[config.mk]
export PLATFORM = sky130hd
export DESIGN_NAME = vec_stream_tx_flat
export DESIGN_NICKNAME = d
export VERILOG_FILES = /design/src/rtl/vec_stream_tx_pkg.sv /design/src/rtl/vec_stream_tx_if.sv /design/src/rtl/vec_bank_ram.sv /design/src/rtl/vec_stream_tx.sv /design/src/flat_wrapper.sv
export SDC_FILE = /design/constraint.sdc
export NUM_CORES = 1
export LEC_CHECK = 0
export ABC_CLOCK_PERIOD_IN_PS = 3300
export CORE_MARGIN = 2
export CORE_UTILIZATION = 58
export DETAILED_ROUTE_END_ITERATION = 10
export PLACE_DENSITY = 0.76
export SLEW_MARGIN = 20
export SYNTH_ARGS = -nofsm -noshare
export SYNTH_HDL_FRONTEND = slang
export SYNTH_SLANG_ARGS = --single-unit
export TNS_END_PERCENT = 50
[constraint.sdc]
create_clock -name clk -period 3.3 [get_ports clk]
set_clock_uncertainty 0.15 [all_clocks]
set_input_delay 0.66 -clock clk [delete_from_list [all_inputs] [get_ports clk]]
set_output_delay 0.66 -clock clk [all_outputs]
set_load 0.02 [all_outputs]
[src/rtl/vec_stream_tx_pkg.sv]
// Shared types for the double-buffered vector transmitter.
package vec_stream_tx_pkg;

    typedef enum logic [1:0] {
        IDLE  = 2'd0,
        FETCH = 2'd1,
        SEND  = 2'd2
    } tx_state_t;

endpackage

[src/rtl/vec_stream_tx_if.sv]
// Host write port plus outgoing valid/ready word stream of vec_stream_tx.
interface vec_stream_tx_if #(
    parameter int N    = 8,
    parameter int T    = 16,
    parameter int logN = $clog2(N)
);
    logic            wr_en;
    logic [logN-1:0] wr_addr;
    logic [T-1:0]    wr_data;
    logic            commit;
    logic            load_ready;
    logic            m_valid;
    logic            m_ready;
    logic [T-1:0]    data_out;
    logic            frame_done;

    modport master (
        input  wr_en, wr_addr, wr_data, commit, m_ready,
        output load_ready, m_valid, data_out, frame_done
    );

    modport slave (
        output wr_en, wr_addr, wr_data, commit, m_ready,
        input  load_ready, m_valid, data_out, frame_done
    );
endinterface

[src/rtl/vec_bank_ram.sv]
// Two-bank vector store: one synchronous write port, one synchronous read port.
module vec_bank_ram #(
    parameter int WIDTH   = 16,
    parameter int SIZE    = 16,
    parameter int LOGSIZE = 4
) (
    input  logic               clk,
    input  logic               we,
    input  logic [LOGSIZE-1:0] waddr,
    input  logic [WIDTH-1:0]   wdata,
    input  logic [LOGSIZE-1:0] raddr,
    output logic [WIDTH-1:0]   q
);
    logic [WIDTH-1:0] mem [SIZE];

    always_ff @(posedge clk) begin
        if (we) begin
            mem[waddr] <= wdata;
        end
        q <= mem[raddr];
    end
endmodule

[src/rtl/vec_stream_tx.sv]
// Double-buffered vector transmitter: host fills one bank while the other streams out.
//   state | meaning
//   IDLE  | waiting for the read bank to be committed; read of word 0 is issued
//   FETCH | word 0 arriving from the RAM; m_valid rises next cycle
//   SEND  | streaming words of the read bank over valid/ready
module vec_stream_tx
    import vec_stream_tx_pkg::*;
#(
    parameter int N    = 8,
    parameter int T    = 16,
    parameter int logN = $clog2(N)
) (
    input  logic           clk,
    input  logic           reset,
    vec_stream_tx_if.master bus
);
    tx_state_t       state_q, state_d;
    logic [1:0]      full_q, full_d;
    logic            wr_bank_q, wr_bank_d;
    logic            rd_bank_q, rd_bank_d;
    logic [logN-1:0] cnt_q, cnt_d;
    logic            m_valid_q, m_valid_d;

    logic            load_ready;
    logic            commit_ok;
    logic            we;
    logic            handshake;
    logic            last_word;
    logic            release_bank;
    logic [logN-1:0] rd_idx;
    logic [logN:0]   raddr;
    logic [logN:0]   waddr;
    logic [T-1:0]    ram_q;

    assign load_ready   = !full_q[wr_bank_q];
    assign commit_ok    = bus.commit && load_ready;
    assign we           = bus.wr_en && load_ready;
    assign handshake    = m_valid_q && bus.m_ready;
    assign last_word    = (cnt_q == logN'(N - 1));
    assign release_bank = handshake && last_word;

    // Look one word ahead on a handshake so the next word is ready without a bubble.
    assign rd_idx = handshake ? cnt_q + logN'(1) : cnt_q;
    assign raddr  = {rd_bank_q, rd_idx};
    assign waddr  = {wr_bank_q, bus.wr_addr};

    vec_bank_ram #(
        .WIDTH   (T),
        .SIZE    (2 * N),
        .LOGSIZE (logN + 1)
    ) u_ram (
        .clk   (clk),
        .we    (we),
        .waddr (waddr),
        .wdata (bus.wr_data),
        .raddr (raddr),
        .q     (ram_q)
    );

    always_comb begin
        state_d   = state_q;
        full_d    = full_q;
        wr_bank_d = wr_bank_q;
        rd_bank_d = rd_bank_q;
        cnt_d     = cnt_q;
        m_valid_d = m_valid_q;

        if (commit_ok) begin
            full_d[wr_bank_q] = 1'b1;
            wr_bank_d         = !wr_bank_q;
        end

        case (state_q)
            IDLE: begin
                if (full_q[rd_bank_q]) begin
                    state_d = FETCH;
                end
            end
            FETCH: begin
                state_d   = SEND;
                m_valid_d = 1'b1;
            end
            SEND: begin
                if (handshake) begin
                    if (last_word) begin
                        full_d[rd_bank_q] = 1'b0;
                        rd_bank_d         = !rd_bank_q;
                        cnt_d             = '0;
                        m_valid_d         = 1'b0;
                        // A commit landing this same cycle still chains straight into FETCH.
                        state_d           = full_d[!rd_bank_q] ? FETCH : IDLE;
                    end else begin
                        cnt_d = cnt_q + logN'(1);
                    end
                end
            end
            default: begin
                state_d   = IDLE;
                m_valid_d = 1'b0;
            end
        endcase
    end

    always_ff @(posedge clk or posedge reset) begin
        if (reset) begin
            state_q   <= IDLE;
            full_q    <= 2'b00;
            wr_bank_q <= 1'b0;
            rd_bank_q <= 1'b0;
            cnt_q     <= '0;
            m_valid_q <= 1'b0;
        end else begin
            state_q   <= state_d;
            full_q    <= full_d;
            wr_bank_q <= wr_bank_d;
            rd_bank_q <= rd_bank_d;
            cnt_q     <= cnt_d;
            m_valid_q <= m_valid_d;
        end
    end

    assign bus.load_ready = load_ready;
    assign bus.m_valid    = m_valid_q;
    assign bus.data_out   = m_valid_q ? ram_q : '0;
    assign bus.frame_done = release_bank;
endmodule
[src/flat_wrapper.sv]
// flat-port wrapper written by rule: the top's interface ports become plain ports
module vec_stream_tx_flat import vec_stream_tx_pkg::*;
#(
    parameter int N    = 8,
    parameter int T    = 16,
    parameter int logN = $clog2(N)
)
  (clk, reset, bus_wr_en, bus_wr_addr, bus_wr_data, bus_commit, bus_m_ready, bus_load_ready, bus_m_valid, bus_data_out, bus_frame_done);
  vec_stream_tx_if #(.N(N), .T(T), .logN(logN)) bus_i ();
  input  logic clk;
  input  logic reset;
  input wire logic [$bits(bus_i.wr_en)-1:0] bus_wr_en;
  input wire logic [$bits(bus_i.wr_addr)-1:0] bus_wr_addr;
  input wire logic [$bits(bus_i.wr_data)-1:0] bus_wr_data;
  input wire logic [$bits(bus_i.commit)-1:0] bus_commit;
  input wire logic [$bits(bus_i.m_ready)-1:0] bus_m_ready;
  output wire logic [$bits(bus_i.load_ready)-1:0] bus_load_ready;
  output wire logic [$bits(bus_i.m_valid)-1:0] bus_m_valid;
  output wire logic [$bits(bus_i.data_out)-1:0] bus_data_out;
  output wire logic [$bits(bus_i.frame_done)-1:0] bus_frame_done;
  assign bus_i.wr_en = bus_wr_en;
  assign bus_i.wr_addr = bus_wr_addr;
  assign bus_i.wr_data = bus_wr_data;
  assign bus_i.commit = bus_commit;
  assign bus_i.m_ready = bus_m_ready;
  assign bus_load_ready = bus_i.load_ready;
  assign bus_m_valid = bus_i.m_valid;
  assign bus_data_out = bus_i.data_out;
  assign bus_frame_done = bus_i.frame_done;
  vec_stream_tx #(.N(N), .T(T), .logN(logN)) u_core (.clk(clk), .reset(reset), .bus(bus_i));
endmodule
* Word level (Yosys, flattened, before mapping)
Memories as Yosys holds them, arrays and structs flattened. A register that Yosys moved wholly into a read port is not among the register bits. Cells that the tools add are included.
Cells by class: add/sub/neg operators 1, $mul 0, divide/modulo/power cells 0, magnitude comparators 5, equality and inequality tests 6, shift-type cells 0, mux-type cells 27, bitwise logic cells 4, reductions and logical operators 14
Operators with widths (count):
- 2-to-1 mux 16 bit | 1
- 2-to-1 mux 2 bit | 7
- 2-to-1 mux 1 bit | 13
- AND reduction 3 bit | 3
- logical AND 1 bit | 6
- < comparator 1 x 2 -> 1 bit, second input constant | 3
- 2-to-1 mux 3 bit | 2
- != test 2 x 1 -> 1 bit, second input constant | 3
- case mux 2 bit (3 select lines) | 1
- adder 3 x 1 -> 3 bit, second input constant | 1
- equality test 3 bit, second input constant | 1
- zero test 1 bit | 3
- case mux 1 bit (3 select lines) | 1
- AND 2 bit | 1
- demux 1 bit (select 1 bit) | 2
- equality test 2 x 1 -> 1 bit, second input constant | 1
- equality test 2 bit, second input constant | 1
- greater-or-equal comparator 1 bit, second input constant | 2
- zero test 2 bit | 1
- inverter 2 bit | 1
- bitwise OR 2 bit | 1
- AND reduction 2 bit | 1
- inverter 1 bit | 1
Word-level totals: register bits 10, latch bits 0, RAM bits 256, memory bits (read-only) 0, bits of input ports 24, logic and storage cells 64, memories 1
Memory list:
- u_core.u_ram.mem | words 16, width 16, rd ports 1, clocked after memory_dff 1, wr ports 1, line vec_bank_ram.sv:14 | logic [WIDTH-1:0] mem [SIZE];

* Depth between registers and ports, before layout
Gate-level depths: netlist (run 1).
depth in word-level cells 13, depth in mapped cells 10

* Hierarchy
From an unflattened synthesis (run 1), not the netlist that was laid out.
Second synthesis, totals: cells, all modules 503, area, all modules 10704.0 um^2
By module, submodules not included:
- vec_bank_ram | instances 1, cells each 432, area an instance 10043.4 um^2, sequential area each 8007.7 um^2
- vec_stream_tx | instances 1, cells each 71, area an instance 660.6 um^2, sequential area each 250.2 um^2

* Least setup slack after synthesis (run 1)
No wires, ideal clock.
path kind flip-flop to flip-flop, start register u_core.wr_bank_q, end memory u_core.u_ram.mem[0][0] (enable), data arrival time 2.515 ns, data required time 2.741 ns, slack 0.226 ns, cell stages (with the launch flop) 5, buffers on the path 0, clock period less this slack 3.074 ns, cells stage by stage dfrtp_1 -> mux2i_1 -> nand2_1 -> or3_1 -> nor3_1
Between the ends: word-level cells in the longest chain between the ends 6
Ends and longest elaborated chain:
- start, declared | line vec_stream_tx.sv:19 | logic wr_bank_q, wr_bank_d;
- start signal, assigned | line vec_stream_tx.sv:115 | wr_bank_q <= wr_bank_d;
- 2-to-1 mux 1 bit (implied by the code) (2 in series) | line vec_stream_tx.sv:35 | assign load_ready = !full_q[wr_bank_q];
- zero test 1 bit | line vec_stream_tx.sv:35
- net bus_load_ready | line flat_wrapper.sv:17 | output wire logic [$bits(bus_i.load_ready)-1:0] bus_load_ready;
- logical AND 1 bit | line vec_stream_tx.sv:37 | assign we = bus.wr_en && load_ready;
- 2-to-1 mux 1 bit | line vec_bank_ram.sv:17 | if (we) begin
- 2-to-1 mux 1 bit (implied by the code) | line vec_bank_ram.sv:18 | mem[waddr] <= wdata;
- end, declared | line vec_bank_ram.sv:14
The timed path passes the listed nets, and every way through them passes these cells. The select of a mux whose other input is x is not followed.

* Worst setup path after layout (run 1)
start register u_core.cnt_q[2], end output bus_frame_done
Between the ends: word-level cells in the longest chain between the ends 2
Ends and longest elaborated chain:
- start, declared | line vec_stream_tx.sv:21 | logic [logN-1:0] cnt_q, cnt_d;
- start signal, assigned | line vec_stream_tx.sv:117 | cnt_q <= cnt_d;
- equality test 3 bit | line vec_stream_tx.sv:39 | assign last_word = (cnt_q == logN'(N - 1));
- logical AND 1 bit | line vec_stream_tx.sv:40 | assign release_bank = handshake && last_word;
- end, declared | line flat_wrapper.sv:20 | output wire logic [$bits(bus_i.frame_done)-1:0] bus_frame_done;
No other way between the ends.

==> key figures, run 1 <==
Status
  – Status: finished, final reports clean

Drt
  – WL/cell: between 20 and 25 microns
  – Via count: roughly 8500
  – Post-route antenna net violation count: 0
  – Drt drc: 0
  – Vias per cell: around 6.6
  – Post-Route WL: around 31000 microns
  – Pre-antenna DRT Iters: 5
  – Initial DRC count: approximately 870

GRT
  – Gr ovfl total: 0
  – Initial antenna violation count: 0
  – GR peak layer: met2
  – Met1 global-route usage: about 37%
  – GRT met3 Usage: under 10%
  – Largest net degree at the start of global routing: between 40 and 50
  – First-pass GRT wire length: about 47000 microns
  – Met2 GRT Util: 41.5%
  – Number of global-route vias before repair: between 8000 and 9000
  – Tot GR Track Use: between 20% and 30%

Yosys
  – Seq/Total Area, Yosys: approximately 64%
  – Synth top area share: between 50% and 60%
  – Syn Area/Cell: ~14 sq um
  – Synthesized netlist cell count: between 900 and 1000
  – Post-synthesis net count: approximately 970
  – Fraction of registers with async set/reset: 3.55%
  – Yosys Warn Count: 0
  – Ranking of synthesized cells by area: edfxtp_1 (60%), mux2i_1 (9.2%), a21oi_1 (4.9%)
  – Synth area leader: edfxtp_1
  – EDFF count, synth: approximately 260
  – Netlist cell types: between 40 and 50
  – Synth Register Bits: ~280
  – Mapped cell area: 12900 sq um
  – Dominant synthesized flop cell: edfxtp_1

Floorplanning
  – Floorplan row count: 54
  – Die X-Extent: about 150 microns
  – Die ar.: between 20000 and 25000 sq um
  – Die Y: roughly 150 microns
  – # IOs: between 40 and 50
  – Starting Density: ~59%
  – CORE AREA: roughly 22000 sq um

Finish
  – Share of layout cells above drive strength 1: roughly 14%
  – Ant diodes: 0
  – Multi-input gate area: roughly 4300 sq um
  – Layout Nets: about 1000
  – Storage cell area: roughly 8300 sq um
  – Layout overhead on the synthesized area: 14.1%
  – Fill count: between 1500 and 2000
  – Fin cells: 1284

CTS
  – Root Driver: clkbuf_16
  – PostCTS Resize Cnt: 0
  – Clock Path Buffers: 3
  – Post-CTS Setup Bufs: 0
  – CTS Buf Count: 27
  – # clock sinks: 282
  – Hold bufs inserted after CTS: 0
  – Number of H-tree levels: 1
  – Worst-Skew Late Latency: around 0.53 ns
  – Clock slew at reported path FFs: about 0.060 ns
  – TritonCTS clock tree: done

Timing
  – Final period util: around 100%
  – Worst-Margin Slew: between 0.8 and 0.9 ns
  – Final Setup Violations: 0
  – Fin crit period: between 3 and 4 ns
  – Highest Clock Rate: just over 0.3 GHz
  – Final hold violation count: 0
  – Final slew viol count: 0
  – TNS Setup: 0 ns
  – Slew Limit Headroom: 41.1%
  – RSZ-0062 raised after global routing: false

Setup path
  – Crit-path cells: ha_1 -> and3_1 -> clkdlybuf4s50_1
  – Crit path max-delay family: flip-flops
  – Worst EP arrival: 2.40 ns
  – Worst path buffer plus inverter count: 1
  – Critical path class: register to output port
  – CP max stage cell: dfrtp_1
  – Crit. End Element: output port
  – Max incr delay on CP: roughly 0.63 ns
  – Max FO, Critical Path: 9
  – Req. time, crit path: approximately 2.5 ns
  – CP startpoint kind: register

Power
  – Leakage: 5.10 nW
  – VDD IR-drop max: between 0.5 and 0.6 mV
  – Cell Pwr Density: 901 nW/um^2

Placement
  – Placed cells: around 1200
  – RePlAce Congestion: between 0.8 and 0.9
  – Number of port buffers: between 40 and 50
  – Post-DP HPWL: roughly 19000 microns

Job
  – Max-cap violations: 0

Min path
  – Hold Crit Class: input pin to async pin
## cell usage after synthesis (5+ instances only)
master	instances
a31oi_1	5
a32o_1	15
a21oi_1	127
buf_2	25
dfrtp_1	10
o221ai_1	20
edfxtp_1	256
dfxtp_1	16
mux2i_1	118
nand2_1	58
nor2_1	18
o211ai_2	10
and2_1	16
a211oi_1	33
and3_1	32
a221o_1	16
o21ai_0	20
o221ai_2	10
a221oi_2	10
clkbuf_1	45
o211ai_1	6
a221oi_1	21
## registers in the layout (all words and copies together), names as in the netlist
signal and flops:
u_core.bus.m_valid 1, u_core.wr_bank_q 1, u_core.cnt_q 3, u_core.state_q 2, u_core.rd_bank_q 1, u_core.full_q 2, u_core.u_ram.q 16, u_core.u_ram.mem 256
## routing by layer
layer | up-vias | share of wire, %
li1 | 3863 | -
met1 | 4235 | 42
met2 | 347 | 47
met3 | 46 | 8.7
met4 | 0 | 1.7
met5 | - | 0
## worst paths after layout
| check | endpoint | slack, ns | cells past startpoint | start |
|---|---|---|---|---|
| max | bus_frame_done | 0.09 | 3 | u_core.cnt_q[2]$_DFFE_PP0P_ |
| min | u_core.state_q[1]$_DFFE_PP0P_ | 0.27 | 2 | reset |
| max reg2reg | u_core.u_ram.q[1]$_DFF_P_ | 0.43 | 7 | u_core.cnt_q[2]$_DFFE_PP0P_ |
| min reg2reg | u_core.wr_bank_q$_DFFE_PP0N_ | 0.37 | 1 | u_core.full_q[0]$_DFF_PP0_ |
| max in group asynchronous | u_core.cnt_q[1]$_DFFE_PP0P_ | 2.42 | 2 | reset |
| min in group clk | u_core.wr_bank_q$_DFFE_PP0N_ | 0.37 | 1 | u_core.full_q[0]$_DFF_PP0_ |
## per-stage QoR
stage | cell area (sq um) | util, % | setup WS [ns] | power [W] | hold slack (ns)
2_1_floorplan | 12900 | - | 0.226 | 0.00841 | 0.322
3_3_place_gp | 13800 | 63.4 | 0.194 | 0.0101 | 0.350
5_1_grt | 14700 | 67.5 | 0.000364 | 0.0139 | 0.302
6_report | 14700 | 67.5 | 0.0924 | 0.0133 | 0.267
3_5_place_dp | 13800 | 63.4 | 0.253 | 0.0102 | 0.358
4_1_cts | 14700 | 67.5 | 0.0845 | 0.0132 | 0.268
## cell usage in the layout, fill, tap and decap left out, types with 10 or more instances in the layout
| master | synthesis | final |
|---|---|---|
| a211oi_1 | 33 | 33 |
| a21oi_1 | 127 | 126 |
| a221o_1 | 16 | 16 |
| a221oi_1 | 21 | 21 |
| a221oi_2 | 10 | 10 |
| a32o_1 | 15 | 15 |
| and2_1 | 16 | 16 |
| and3_1 | 32 | 32 |
| buf_4 | 4 | 45 |
| clkbuf_16 | 0 | 27 |
| clkdlybuf4s50_1 | 0 | 42 |
| dfxtp_1 | 16 | 16 |
| edfxtp_1 | 256 | 256 |
| mux2i_1 | 118 | 118 |
| nand2_1 | 58 | 57 |
| nor2_1 | 18 | 17 |
| o211ai_2 | 10 | 10 |
| o21ai_0 | 20 | 20 |
| o221ai_1 | 20 | 20 |
| o221ai_2 | 10 | 10 |
## layout make-up
class / count / area share, %
sequential: 282 / 56.1
multi-input combinational: 574 / 29.4
timing repair buffer: 93 / 5.96
clock buffer: 31 / 4.69
tap: 280 / 2.38
clock inverter: 18 / 1.30
inverter: 6 / 0.153
## kinds of logic after synthesis
| group | synth area share [%] |
|---|---|
| buffers and inverters | 3.01 |
| muxes | 9.50 |
| and+or+nand+nor | 5.63 |
| AOI/OAI and AO/OA | 17.4 |
| adders and majority gates | 0.194 |
| DFF | 64.0 |
| xor gates and xnor gates | 0.281 |
## worst register-to-register path: stages (launching register included)
cell      delay, ns
dfrtp_1        0.63
ha_1           0.40
and3_1         0.28
or3_1          0.40
buf_4          0.19
a221oi_1       0.24
o221ai_1       0.32
o211ai_1       0.18
## where the power goes
| part | internal, W | switching (W) |
|---|---|---|
| logic | 0.00245 | 0.00353 |
| registers | 0.00407 | 0.000151 |
| clock network | 0.00181 | 0.00126 |
| total | 0.00832 | 0.00494 |
Note: power is estimated with default switching activity, not from simulation.
==> run 2: changes to the inputs <==
--- a/config.mk
+++ b/config.mk
@@ -5,7 +5,7 @@
 export SDC_FILE = /design/constraint.sdc
 export NUM_CORES = 1
 export LEC_CHECK = 0
-export ABC_CLOCK_PERIOD_IN_PS = 3300
+export ABC_CLOCK_PERIOD_IN_PS = 3400
 export CORE_MARGIN = 2
 export CORE_UTILIZATION = 58
 export DETAILED_ROUTE_END_ITERATION = 10
==> constraint.sdc (replaced) <==
create_clock -name clk -period 3.4 [get_ports clk]
set_clock_uncertainty 0.15 [all_clocks]
set_input_delay 0.68 -clock clk [delete_from_list [all_inputs] [get_ports clk]]
set_output_delay 0.68 -clock clk [all_outputs]
set_load 0.02 [all_outputs]
==> key figures, run 2 (synthesized netlist as in run 1, its figures left out) <==
CTS
  – Clock Path Buffers: 3 (unchanged)
  – Post-CTS Setup Bufs: 0 (unchanged)
  – Clock slew at reported path FFs: 0.07 ns (about the same)
  – Root Driver: clkbuf_16
  – Number of H-tree levels: 1 (unchanged)
  – Worst-Skew Late Latency: 0.55 ns (+0.02 ns)
  – Hold bufs inserted after CTS: 0 (unchanged)
  – CTS Buf Count: 27 (unchanged)
  – # clock sinks: 282 (unchanged)
  – PostCTS Resize Cnt: 0 (unchanged)
  – TritonCTS clock tree: done

Floorplanning
  – Floorplan row count: 54 (unchanged)
  – Die ar.: 23500 sq um (unchanged)
  – Die X-Extent: 153 microns (unchanged)
  – Starting Density: 59.1% (unchanged)
  – # IOs: 43 (unchanged)
  – Die Y: 153 microns (unchanged)
  – CORE AREA: 21800 sq um (unchanged)

Finish
  – Ant diodes: 0 (unchanged)
  – Most frequent cells in the layout: edfxtp_1 (256), a21oi_1 (126), mux2i_1 (118), nand2_1 (57), clkdlybuf4s50_1 (42)
  – Share of layout cells above drive strength 1: 14.6% (+0.66 points)
  – Top Registers: u_core.u_ram.mem (256), u_core.u_ram.q (16), u_core.cnt_q (3)
  – Final instance area: 14800 sq um (+0.26%)
  – Commonest non-fill, non-tap cell in the layout: edfxtp_1
  – Layout overhead on the synthesized area: 14.4%
  – Layout Nets: 1005 (-0.50%)
  – Max reg flops: 256 (unchanged)
  – Largest Register: u_core.u_ram.mem

Placement
  – RePlAce Congestion: 0.807 (-5.6%)
  – Number of port buffers: 42 (unchanged)
  – Pre-CTS setup slack: 0.190 ns (-0.0632 ns)
  – Post-DP HPWL: 19100 microns (-0.33%)
  – Dpl cell area: 13800 sq um (-0.24%)

Status
  – Status: finished, final reports clean

Timing
  – Highest Clock Rate: between 0.3 and 0.4 GHz
  – TNS Setup: 0 ns (unchanged)
  – Final period util: between 90% and 100%
  – Final slew viol count: 0 (unchanged)
  – Final Setup Violations: 0 (unchanged)
  – Final hold violation count: 0 (unchanged)
  – RSZ-0062 raised after global routing: false
  – Setup ws final: 0.119 ns (+0.0268 ns)
  – Fin crit period: about 3.3 ns
  – Slew Limit Headroom: 32.2% (-8.9 points)
  – Worst-Margin Slew: 1.02 ns (+0.136 ns)

Setup path
  – Crit path max-delay family: buffers and inverters
  – Max FO, Critical Path: 15 (+6)
  – Req. time, crit path: 2.57 ns (+0.08 ns)
  – CP startpoint kind: register
  – Crit. End Element: output port
  – Worst path buffer plus inverter count: 2 (+1)
  – Worst EP arrival: 2.45 ns (+0.05 ns)
  – Worst-case reg-to-reg path depth: 8 (+1)
  – Critical path class: register to output port
  – Reg2reg setup slack: 0.56 ns (+0.13 ns)
  – Crit-path cells: buf_4 -> and2_1 -> clkdlybuf4s50_1
  – Max incr delay on CP: 0.76 ns (+0.13 ns)
  – Worst r2r src: u_core.cnt_q[1]$_DFFE_PP0P_
  – CP max stage cell: dfrtp_1
  – FF-to-FF End: u_core.u_ram.q[15]$_DFF_P_

GRT
  – Initial antenna violation count: 0 (unchanged)
  – Number of global-route vias before repair: 8391 (+2.5%)
  – First-pass GRT wire length: 50300 microns (+7.0%)
  – Tot GR Track Use: 27.8% (+1.9 points)
  – Largest net degree at the start of global routing: 67 (+43%)
  – Gr ovfl total: 0 (unchanged)

Drt
  – Drt drc: 0 (unchanged)
  – Post-route antenna net violation count: 0 (unchanged)
  – Initial DRC count: 1048 (+21%)
  – Pre-antenna DRT Iters: 5 (unchanged)
  – Post-Route WL: 32600 microns (+6.6%)
  – Vias per cell: 6.86 (+3.7%)
  – Via count: 8780 (+3.4%)
  – WL/cell: 25.5 microns (+6.9%)

Power
  – Leakage: 5.11 nW (about the same)
  – VDD IR-drop max: 0.614 mV (+7.8%)
  – Cell Pwr Density: 889 nW/um^2 (-1.4%)

Job
  – Max-cap violations: 0 (unchanged)

Min path
  – Hold Crit Class: input pin to async pin
[run 2: worst max path at each step]
stage	start	end	slack [ns]	depth (start not counted)
floorplan	u_core.wr_bank_q$_DFFE_PP0N_	u_core.u_ram.mem[0][0]$_DFFE_PP_	0.33	4
global route	u_core.bus.m_valid$_DFFE_PP0P_	bus_data_out[5]	0.04	3
finish	u_core.bus.m_valid$_DFFE_PP0P_	bus_data_out[5]	0.12	3
global placement	bus_m_ready	u_core.u_ram.q[13]$_DFF_P_	-0.06	5
detailed placement	bus_m_ready	u_core.rd_bank_q$_DFFE_PP0P_	0.19	6
CTS	u_core.bus.m_valid$_DFFE_PP0P_	bus_data_out[5]	0.13	3
[run 2: metal layers]
layer  share of wire, %  up-vias  global-route usage (%)
li1                   -     3856                       -
met2                 46      471                    43.0
met5                  0        -                       0
met1                 41     4366                    40.7
met4                2.9        0                    8.60
met3                 10       87                    4.99
[run 2: cell type report]
type                            instances  area [sq um]
Clock inverter                         17           205
Sequential cell                       282          8260
Fill cell                            1481          7060
Inverter                                6          22.5
Timing Repair Buffer                   88           845
Clock buffer                           33           748
Tap cell                              280           350
Multi-Input combinational cell        574          4330
[run 2: report_power, final]
part	switching, W	leakage [nW]	internal, W	total (W)
registers	0.000149	2.55	0.00395	0.00410
clock network	0.00129	0.459	0.00187	0.00316
logic	0.00351	2.10	0.00235	0.00586
[run 2: per-stage QoR]
step           instances  hold slack [ns]  power (W)  utilization [%]
2_1_floorplan        941            0.322    0.00816                -
3_3_place_gp        1229            0.359    0.00980             63.2
3_5_place_dp        1230            0.373    0.00992             63.3
4_1_cts             1280            0.255     0.0131             67.7
5_1_grt             1280            0.327     0.0137             67.7
6_report            1280            0.253     0.0131             67.7
==> run 3: changes to the inputs <==
--- a/config.mk
+++ b/config.mk
@@ -9,7 +9,7 @@
 export CORE_MARGIN = 2
 export CORE_UTILIZATION = 58
 export DETAILED_ROUTE_END_ITERATION = 10
-export PLACE_DENSITY = 0.76
+export PLACE_DENSITY = 0.83
 export SLEW_MARGIN = 20
 export SYNTH_ARGS = -nofsm -noshare
 export SYNTH_HDL_FRONTEND = slang
==> key figures, run 3 (synthesized netlist as in run 1, its figures left out) <==
Status
  – Status: finished, final reports clean

Finish
  – Most frequent cells in the layout: edfxtp_1 (256), a21oi_1 (126), mux2i_1 (118), nand2_1 (57), buf_4 (44)
  – Fin cells: 1280 (unchanged)
  – Layout overhead on the synthesized area: 14.0%
  – Share of layout cells above drive strength 1: 14.1% (-0.50 points)
  – Fill count: 1417 (-4.3%)
  – Ant diodes: 0 (unchanged)
  – Layout Nets: 1006 (+0.10%)
  – Max reg flops: 256 (unchanged)
  – Largest Register: u_core.u_ram.mem
  – Commonest non-fill, non-tap cell in the layout: edfxtp_1
  – Top Registers: u_core.u_ram.mem (256), u_core.u_ram.q (16), u_core.cnt_q (3)

Timing
  – Final Setup Violations: 0 (unchanged)
  – RSZ-0062 raised after global routing: false
  – Highest Clock Rate: 0.316 GHz (+3.6%)
  – Final slew viol count: 0 (unchanged)
  – Final hold violation count: 0 (unchanged)
  – Final period util: 93.2% (-3.3 points)
  – Worst-Margin Slew: 0.937 ns (-0.0797 ns)
  – Setup ws final: 0.232 ns (+0.113 ns)
  – TNS Setup: 0 ns (unchanged)
  – Slew Limit Headroom: 37.5% (+5.3 points)
  – Fin crit period: 3.17 ns (-0.113 ns)

Setup path
  – CP max stage cell: clkdlybuf4s50_1
  – Max incr delay on CP: 0.63 ns (-0.13 ns)
  – Critical path class: register to output port
  – FF-to-FF End: u_core.u_ram.q[10]$_DFF_P_
  – Crit-path cells: ha_1 -> and3_1 -> clkdlybuf4s50_1
  – Req. time, crit path: 2.57 ns (about the same)
  – CP startpoint kind: register
  – Reg2reg setup slack: 0.47 ns (-0.09 ns)
  – Worst r2r src: u_core.cnt_q[2]$_DFFE_PP0P_
  – Worst-case reg-to-reg path depth: 7 (-1)
  – Crit path max-delay family: buffers and inverters
  – Crit. End Element: output port
  – Worst EP arrival: 2.34 ns (-0.11 ns)
  – Worst path buffer plus inverter count: 1 (-1)
  – Max FO, Critical Path: 9 (-6)

Placement
  – Post-DP HPWL: 18900 microns (-0.99%)
  – Pre-CTS setup slack: 0.316 ns (+0.127 ns)
  – RePlAce Congestion: 0.855 (+6.0%)
  – Placed cells: 1232 (+0.16%)
  – Number of port buffers: 42 (unchanged)

CTS
  – # clock sinks: 282 (unchanged)
  – PostCTS Resize Cnt: 0 (unchanged)
  – CTS Buf Count: 26 (-3.7%)
  – Clock Path Buffers: 3 (unchanged)
  – Clock slew at reported path FFs: 0.07 ns (about the same)
  – Number of H-tree levels: 1 (unchanged)
  – Post-CTS Setup Bufs: 0 (unchanged)
  – Root Driver: clkbuf_16
  – Worst-Skew Late Latency: 0.53 ns (-0.02 ns)
  – Hold bufs inserted after CTS: 0 (unchanged)
  – TritonCTS clock tree: done

Power
  – Cell Pwr Density: 880 nW/um^2 (-1.0%)
  – VDD IR-drop max: 0.761 mV (+24%)
  – Pwr Total: 0.0129 W (-1.4%)
  – Leakage: 5.08 nW (-0.50%)

Floorplanning
  – CORE AREA: 21800 sq um (unchanged)
  – Floorplan row count: 54 (unchanged)
  – Die ar.: 23500 sq um (unchanged)
  – Die X-Extent: 153 microns (unchanged)
  – Die Y: 153 microns (unchanged)
  – # IOs: 43 (unchanged)
  – Starting Density: 59.1% (unchanged)

Drt
  – WL met3: 3000 microns (-7.9%)
  – Top layer in use: met4
  – Post-route antenna net violation count: 0 (unchanged)
  – Post-Route WL: 32000 microns (-1.9%)
  – Vias per cell: 6.85 (about the same)
  – Initial DRC count: 1209 (+15%)
  – Drt drc: 0 (unchanged)
  – DR WL met2: 15700 microns (+4.4%)
  – WL/cell: 25.0 microns (-1.9%)
  – Via count: 8772 (-0.091%)
  – DRT met1 WL: 12500 microns (-6.5%)
  – Pre-antenna DRT Iters: 5 (unchanged)

GRT
  – Largest net degree at the start of global routing: 79 (+18%)
  – Tot GR Track Use: 26.8% (-1.1 points)
  – Gr ovfl total: 0 (unchanged)
  – Number of global-route vias before repair: 8584 (+2.3%)
  – First-pass GRT wire length: 48600 microns (-3.3%)
  – Initial antenna violation count: 0 (unchanged)

Min path
  – Hold Crit Class: input pin to async pin

Job
  – Max-cap violations: 0 (unchanged)
[run 3: how the worst max path moves through the flow]
stage                                                  end  slack [ns]                         start  depth (start not counted)
after global placement           u_core.u_ram.q[8]$_DFF_P_        0.34                   bus_m_ready                          5
after detailed placement        u_core.u_ram.q[10]$_DFF_P_        0.32                   bus_m_ready                          8
after global routing                        bus_frame_done        0.14   u_core.cnt_q[2]$_DFFE_PP0P_                          3
after CTS                                   bus_frame_done        0.24   u_core.cnt_q[2]$_DFFE_PP0P_                          3
after floorplan           u_core.u_ram.mem[0][0]$_DFFE_PP_        0.33  u_core.wr_bank_q$_DFFE_PP0N_                          4
final                                       bus_frame_done        0.23   u_core.cnt_q[2]$_DFFE_PP0P_                          3
[run 3: cell type report]
type                            instances  area, sq um  area share, %
Sequential cell                       282         8260           56.2
Clock inverter                         17          213           1.45
Multi-Input combinational cell        574         4340           29.5
Tap cell                              280          350           2.38
Inverter                                6         22.5          0.153
Timing Repair Buffer                   90          831           5.65
Clock buffer                           31          691           4.70
[run 3: through the flow]
stage          util, %  hold WS (ns)  cell area [sq um]
6_report          67.4         0.262              14700
4_1_cts           67.4         0.280              14700
5_1_grt           67.4         0.303              14700
3_5_place_dp      63.2         0.371              13800
3_3_place_gp      63.2         0.356              13800
2_1_floorplan        -         0.322              12900
[run 3: worst reg2reg max path: stages (launching register included)]
cell	delay, ns
dfrtp_1	0.53
ha_1	0.46
and3_1	0.28
or3_1	0.57
buf_4	0.25
a221oi_2	0.27
o221ai_2	0.23
o211ai_2	0.11
[run 3: where the power goes]
part	switching (W)	total (W)	internal [W]
Combinational	0.00347	0.00579	0.00231
Clock	0.00123	0.00306	0.00183
Sequential	0.000141	0.00409	0.00395
[run 3: metal layers]
metal  up-vias  GRT usage, %
met2       522          44.6
met3        74          4.05
li1       3865             -
met1      4311          36.3
met5         -             0
met4         0          9.13
